$ cat config.mk
export PLATFORM = sky130hd
export DESIGN_NAME = mult_div_unit
export DESIGN_NICKNAME = d
export VERILOG_FILES = /design/src/rtl/mult_div_pkg.sv /design/src/rtl/mult_div_step.sv /design/src/rtl/mult_div_unit.sv
export SDC_FILE = /design/constraint.sdc
export NUM_CORES = 1
export LEC_CHECK = 0
export BUFFER_PORTS_ARGS = -buffer_cell sky130_fd_sc_hd__buf_2
export CORE_MARGIN = 3
export CORE_UTILIZATION = 40
export CTS_BUF_LIST = sky130_fd_sc_hd__clkbuf_4
export DETAILED_ROUTE_END_ITERATION = 16
export GPL_ROUTABILITY_DRIVEN = 0
export GPL_TIMING_DRIVEN = 1
export SYNTH_ARGS = -nofsm -noshare
export SYNTH_HDL_FRONTEND = slang
export SYNTH_SLANG_ARGS = --single-unit
$ cat constraint.sdc
create_clock -name clock_i -period 17.3 [get_ports clock_i]
set_input_delay 2.595 -clock clock_i [delete_from_list [all_inputs] [get_ports clock_i]]
set_output_delay 2.595 -clock clock_i [all_outputs]
set_load 0.005 [all_outputs]
$ cat src/rtl/mult_div_pkg.sv
// Shared types and op encodings for the iterative multiply/divide unit.
package mult_div_pkg;

  typedef enum logic [1:0] {
    StIdle,
    StCalc,
    StSign,
    StZero
  } md_state_e;

  localparam logic MD_OP_MULT = 1'b0;
  localparam logic MD_OP_DIV  = 1'b1;

endpackage

$ cat src/rtl/mult_div_step.sv
// Single iteration of the multiply (shift-add) or restoring divide (shift-subtract) datapath.
module mult_div_step
  import mult_div_pkg::*;
#(
  parameter int unsigned WIDTH = 32
) (
  input  logic               op_i,
  input  logic [2*WIDTH-1:0] acc_i,
  input  logic [WIDTH-1:0]   opnd_i,
  output logic [2*WIDTH-1:0] acc_o
);

  logic [WIDTH:0] sum;
  logic [WIDTH:0] rem_sh;
  logic [WIDTH:0] diff;

  always_comb begin
    // Multiply: upper half accumulates, lower half shifts the multiplier out.
    sum    = {1'b0, acc_i[2*WIDTH-1:WIDTH]} + (acc_i[0] ? {1'b0, opnd_i} : '0);
    // Divide: upper half is the partial remainder, lower half shifts dividend in / quotient out.
    rem_sh = acc_i[2*WIDTH-1:WIDTH-1];
    diff   = rem_sh - {1'b0, opnd_i};
    if (op_i == MD_OP_MULT) begin
      acc_o = {sum, acc_i[WIDTH-1:1]};
    end else if (!diff[WIDTH]) begin
      acc_o = {diff[WIDTH-1:0], acc_i[WIDTH-2:0], 1'b1};
    end else begin
      acc_o = {rem_sh[WIDTH-1:0], acc_i[WIDTH-2:0], 1'b0};
    end
  end

endmodule

$ cat src/rtl/mult_div_unit.sv
// Iterative HI/LO multiply/divide unit; define MULT_DIV_SIGNED_EN for two's-complement operands,
// otherwise operands are unsigned.
module mult_div_unit
  import mult_div_pkg::*;
#(
  parameter int unsigned WIDTH = 32
) (
  input  logic             clock_i,
  input  logic             reset_i,
  input  logic             start_i,
  input  logic             op_i,
  input  logic [WIDTH-1:0] a_i,
  input  logic [WIDTH-1:0] b_i,
  output logic [WIDTH-1:0] hi_o,
  output logic [WIDTH-1:0] lo_o,
  output logic             busy_o,
  output logic             done_o,
  output logic             div_zero_o
);

  localparam int unsigned CntW = $clog2(WIDTH + 1);

`ifdef MULT_DIV_SIGNED_EN
  localparam bit SignedEn = 1'b1;
`else
  localparam bit SignedEn = 1'b0;
`endif

  md_state_e            state_q, state_d;
  logic [CntW-1:0]      cnt_q, cnt_d;
  logic [2*WIDTH-1:0]   acc_q, acc_d;
  logic [WIDTH-1:0]     opnd_q, opnd_d;
  logic                 op_q, op_d;
  logic                 neg_q, neg_d;
  logic                 rneg_q, rneg_d;
  logic [WIDTH-1:0]     hi_q, hi_d;
  logic [WIDTH-1:0]     lo_q, lo_d;
  logic                 done_q, done_d;
  logic                 dz_q, dz_d;

  logic                 a_neg, b_neg;
  logic [WIDTH-1:0]     a_mag, b_mag;
  logic [2*WIDTH-1:0]   step_acc;
  logic [2*WIDTH-1:0]   prod;
  logic [WIDTH-1:0]     quo, rem;

  assign a_neg = SignedEn && a_i[WIDTH-1];
  assign b_neg = SignedEn && b_i[WIDTH-1];
  assign a_mag = a_neg ? -a_i : a_i;
  assign b_mag = b_neg ? -b_i : b_i;

  mult_div_step #(
    .WIDTH (WIDTH)
  ) u_step (
    .op_i   (op_q),
    .acc_i  (acc_q),
    .opnd_i (opnd_q),
    .acc_o  (step_acc)
  );

  always_comb begin
    state_d = state_q;
    cnt_d   = cnt_q;
    acc_d   = acc_q;
    opnd_d  = opnd_q;
    op_d    = op_q;
    neg_d   = neg_q;
    rneg_d  = rneg_q;
    hi_d    = hi_q;
    lo_d    = lo_q;
    done_d  = 1'b0;
    dz_d    = 1'b0;
    prod    = neg_q ? -acc_q : acc_q;
    quo     = neg_q ? -acc_q[WIDTH-1:0] : acc_q[WIDTH-1:0];
    rem     = rneg_q ? -acc_q[2*WIDTH-1:WIDTH] : acc_q[2*WIDTH-1:WIDTH];
    unique case (state_q)
      StIdle: begin
        if (start_i) begin
          op_d   = op_i;
          opnd_d = b_mag;
          acc_d  = {{WIDTH{1'b0}}, a_mag};
          neg_d  = a_neg ^ b_neg;
          rneg_d = a_neg;
          // Divide-by-zero spends one extra cycle in ZERO for a fixed two-edge latency.
          if (op_i == MD_OP_DIV && b_i == '0) begin
            state_d = StZero;
            cnt_d   = CntW'(1);
          end else begin
            state_d = StCalc;
            cnt_d   = CntW'(WIDTH);
          end
        end
      end
      StCalc: begin
        acc_d = step_acc;
        cnt_d = cnt_q - CntW'(1);
        if (cnt_q == CntW'(1)) begin
          state_d = StSign;
        end
      end
      StSign: begin
        if (op_q == MD_OP_MULT) begin
          {hi_d, lo_d} = prod;
        end else begin
          hi_d = rem;
          lo_d = quo;
        end
        done_d  = 1'b1;
        state_d = StIdle;
      end
      StZero: begin
        if (cnt_q != '0) begin
          cnt_d = cnt_q - CntW'(1);
        end else begin
          done_d  = 1'b1;
          dz_d    = 1'b1;
          state_d = StIdle;
        end
      end
      default: state_d = StIdle;
    endcase
  end

  always_ff @(posedge clock_i or posedge reset_i) begin
    if (reset_i) begin
      state_q <= StIdle;
      cnt_q   <= '0;
      acc_q   <= '0;
      opnd_q  <= '0;
      op_q    <= MD_OP_MULT;
      neg_q   <= 1'b0;
      rneg_q  <= 1'b0;
      hi_q    <= '0;
      lo_q    <= '0;
      done_q  <= 1'b0;
      dz_q    <= 1'b0;
    end else begin
      state_q <= state_d;
      cnt_q   <= cnt_d;
      acc_q   <= acc_d;
      opnd_q  <= opnd_d;
      op_q    <= op_d;
      neg_q   <= neg_d;
      rneg_q  <= rneg_d;
      hi_q    <= hi_d;
      lo_q    <= lo_d;
      done_q  <= done_d;
      dz_q    <= dz_d;
    end
  end

  assign hi_o       = hi_q;
  assign lo_o       = lo_q;
  assign busy_o     = (state_q != StIdle);
  assign done_o     = done_q;
  assign div_zero_o = dz_q;

endmodule

==> flow_summary_export.csv <==
group,metric,value,unit
setup_path,cp.depth,3,
setup_path,worst-path-buf-inv,2,
floorplanning,coreArea,27300,µm²
timing,skew,0.0385,ns
setup_path,ff2ff_setup_slack,13.24,ns
yosys,synth_common_cells,"177 x nand2_1, 171 x dfrtp_1, 77 x a21oi_1",
final_layout,fin_area,12500,µm²
timing,fin_crit_sh,24.2,%
clocking,insertion_delay,0.63,ns
timing,max_freq,0.239,GHz
power,p_per_area,217,nW/µm²
final_layout,fill_cells,2798,
yosys,synth_mux_area_share,8.29,%
drt,avgRoutedWirePerCell,18.0,µm
floorplanning,die_h,174,µm
yosys,synth_largest_area_cell,"dfrtp_1",
setup_path,crit_path_top_delay_cell,"dfrtp_1",
timing,layout_min_cycle_time,4.18,ns
power,seqPwrFrac,27.2,%
clocking,numCtsBuffers,17,
final_layout,fin_nets,1489,
drt,drt_pass1_iterations,6,
timing,setup_viol,0,
setup_path,path_max_fanout,11,
yosys,synth_top_family_by_area,"compound AO/OA/AOI/OAI gates",
run_status,status,"completed",
setup_path,cp-start-kind,"flop",
yosys,synthArstFlopShare,100,%
timing,final_max_slew_viol_count,0,
drt,finalWirelength,31300,µm
clocking,ctsLongestPathBuffers,2,
grt,grt_pass1_wl,51000,µm
timing,rsz0062_at_grt,"false",
final_layout,area_delta_synth_final,11.2,%
clocking,cts_sinks,171,
drt,drtAntennaViolNets,0,
yosys,synth_nets,1396,
clocking,cts_root_buf,"clkbuf_4",
setup_path,r2r_start,"acc_q[31]",
setup_path,crit_type,"reg -> out",
flow_run,maxCapViolations,0,
grt,grt_pass1_vias,9394,
yosys,yosys.area_share.simple,15.9,%
clocking,ctsHoldBuffers,0,
power,switching_share,49.1,%
yosys,synth_cell_types,67,
yosys,synthTopCellsByArea,"dfrtp_1 38%, ha_1 7.3%, mux2_2 5.9%",
clocking,post-cts-setup-buffers,0,
placement,dpl-instance-area,12200,µm²
floorplanning,fp-row-count,60,
final_layout,drive_above_1_share,17.7,%
power,vdd_drop_max,0.161,mV
grt,grt-ovfl-total,0,
drt,drc,0,
placement,io_buffers,134,
power,p_int,1.39,mW
setup_path,crit_family,"flip-flops",
setup_path,critPathCaptureType,"output port",
clocking,cts-resized-gates,0,
hold_path,min_to,"hi_o[31]",
clocking,htreeDepth,4,
drt,first_iter_violations,623,
clocking,cts_tree,"yes",
setup_path,max_stage_delay,0.55,ns
yosys,mappedNetlistArea,11300,µm²
floorplanning,io_pins,135,
yosys,synth_edf_count,0,
yosys,ys_seq_area_share,37.9,%
yosys,synth_compound_area_share,21.1,%
timing,tns,0,ns
timing,worst_slew_pin_slew,1.23,ns
timing,relSlewSlack,17.8,%
power,power.clock.fraction,10.0,%
hold_path,hold_depth,2,
yosys,synth_most_common_cell,"nand2_1",
power,p_leak,5.80,nW
grt,grt_max_degree,104,
floorplanning,die_x,174,µm
drt,routed_via_density,5.57,
yosys,synthAdderAreaFrac,7.68,%
hold_path,worstHoldPathType,"reg -> reg",
hold_path,worstHoldStart,"hi_o[31]",
power,p_switching,1.34,mW
placement,pre_cts_slack,12.54,ns
clocking,clk_pin_slew,0.20,ns
setup_path,reg2reg_depth,11,
yosys,syn_avg_cell_area,8.95,µm²
timing,setup_ws,13.12,ns
timing,report.final.hold_viol_count,0,
power,power_frac_comb,62.8,%
floorplanning,die_area,30200,µm²
yosys,synth_xor_area_share,4.35,%
floorplanning,initial_core_util,41.3,%
yosys,ys_warn_count,0,
drt,vias,9703,
yosys,synth_seq_cells,171,
setup_path,timing.rr.end,"acc_q[44]",
grt,track_usage,20.6,%
yosys,syn_inst,1260,
grt,antenna_found_initial,5,
yosys,synth_top_cell_area_share,37.9,%
placement,dp_hpwl,22100,µm
setup_path,worstPathRequired,14.70,ns
setup_path,crit_chain,"nor2_1, inv_1, buf_2",
setup_path,crit_arrival,1.58,ns
yosys,synth_flop_cell,"dfrtp_1",
[cell type report]
class | instances | area [µm²] | area share, %
tap | 372 | 465 | 3.71
clock inverter | 15 | 219 | 1.75
multi-input combinational | 961 | 6490 | 51.7
timing repair buffer | 141 | 723 | 5.77
inverter | 61 | 234 | 1.87
sequential | 171 | 4280 | 34.1
antenna | 3 | 7.51 | 0.0598
clock buffer | 17 | 128 | 1.02
[cell families after synthesis]
family / after synthesis
adders and majority gates: 68
buffers and inverters: 128
and+or+nand+nor: 376
xor gates and xnor gates: 56
muxes: 86
DFF: 171
AOI/OAI and AO/OA: 375
[metal layers]
layer | up-vias | wire length, µm | global-route usage, %
li1 | 4734 | - | -
met1 | 4625 | 14600 | 29.1
met2 | 295 | 14400 | 32.6
met3 | 41 | 1930 | 4.61
met4 | 8 | 402 | 4.32
met5 | - | 48 | 0
[power groups by stage]
stage	sequential, mW	combinational [mW]	clock [mW]
global placement	0.749	1.68	0
finish	0.743	1.71	0.272
floorplan	0.706	1.33	0
global route	0.772	1.91	0.295
detailed placement	0.752	1.70	0
CTS	0.744	1.71	0.282
[worst register-to-register path: cells and delay by family, from the launching register on]
family	cells	cell delay, ns
AO/OA/AOI/OAI	6	2.23
adder cells (fa/ha/maj)	2	0.63
buffers and inverters	1	0.09
flip-flops	1	0.42
multiplexers	1	0.35
AND/OR/NAND/NOR	1	0.18
[worst max-delay path by stage]
stage                    start        to  slack [ns]
CTS                 state_q[1]    busy_o       13.09
detailed placement     b_i[28]  cnt_q[0]       12.54
global placement       b_i[28]  cnt_q[0]       12.57
global route        state_q[1]    busy_o       12.97
finish              state_q[1]    busy_o       13.12
floorplan              reset_i  acc_q[0]       10.07
[layout by cell type, fill, tap and decap left out, drive strengths merged, types with 6 or more instances in the layout]
| cell | count |
|---|---|
| nor4 | 9 |
| o211ai | 13 |
| nand2b | 15 |
| a21oi | 77 |
| nand2 | 177 |
| xor2 | 28 |
| o221ai | 9 |
| xnor2 | 28 |
| buf | 141 |
| nor2 | 36 |
| mux2i | 27 |
| nor2b | 19 |
| a21o | 23 |
| nand4 | 12 |
| a211oi | 38 |
| nor3 | 18 |
| nand3 | 16 |
| inv | 70 |
| and2 | 55 |
| o21a | 10 |
| dfrtp | 171 |
| ha | 66 |
| clkinv | 6 |
| mux2 | 59 |
| a22oi | 17 |
| clkbuf | 17 |
| o21ai | 105 |
| a31oi | 38 |
| o31ai | 7 |
| or3 | 7 |
[through the flow]
| stage | hold WS (ns) | util [%] | total power [mW] | cells |
|---|---|---|---|---|
| finish | 0.499 | 45.9 | 2.73 | 1741 |
| global route | 0.531 | 45.9 | 2.98 | 1740 |
| CTS | 0.506 | 45.9 | 2.73 | 1738 |
| detailed placement | 0.466 | 44.6 | 2.45 | 1706 |
| global placement | 0.457 | 44.6 | 2.43 | 1706 |
| floorplan | 0.463 | - | 2.03 | 1260 |
[flip-flops by register name (all words and copies together), names as in the netlist]
signal / flops
acc_q: 64
hi_o: 32
lo_o: 32
opnd_q: 32
cnt_q: 6
state_q: 2
div_zero_o: 1
done_o: 1
op_q: 1
Note: power is estimated with default switching activity, not from simulation.
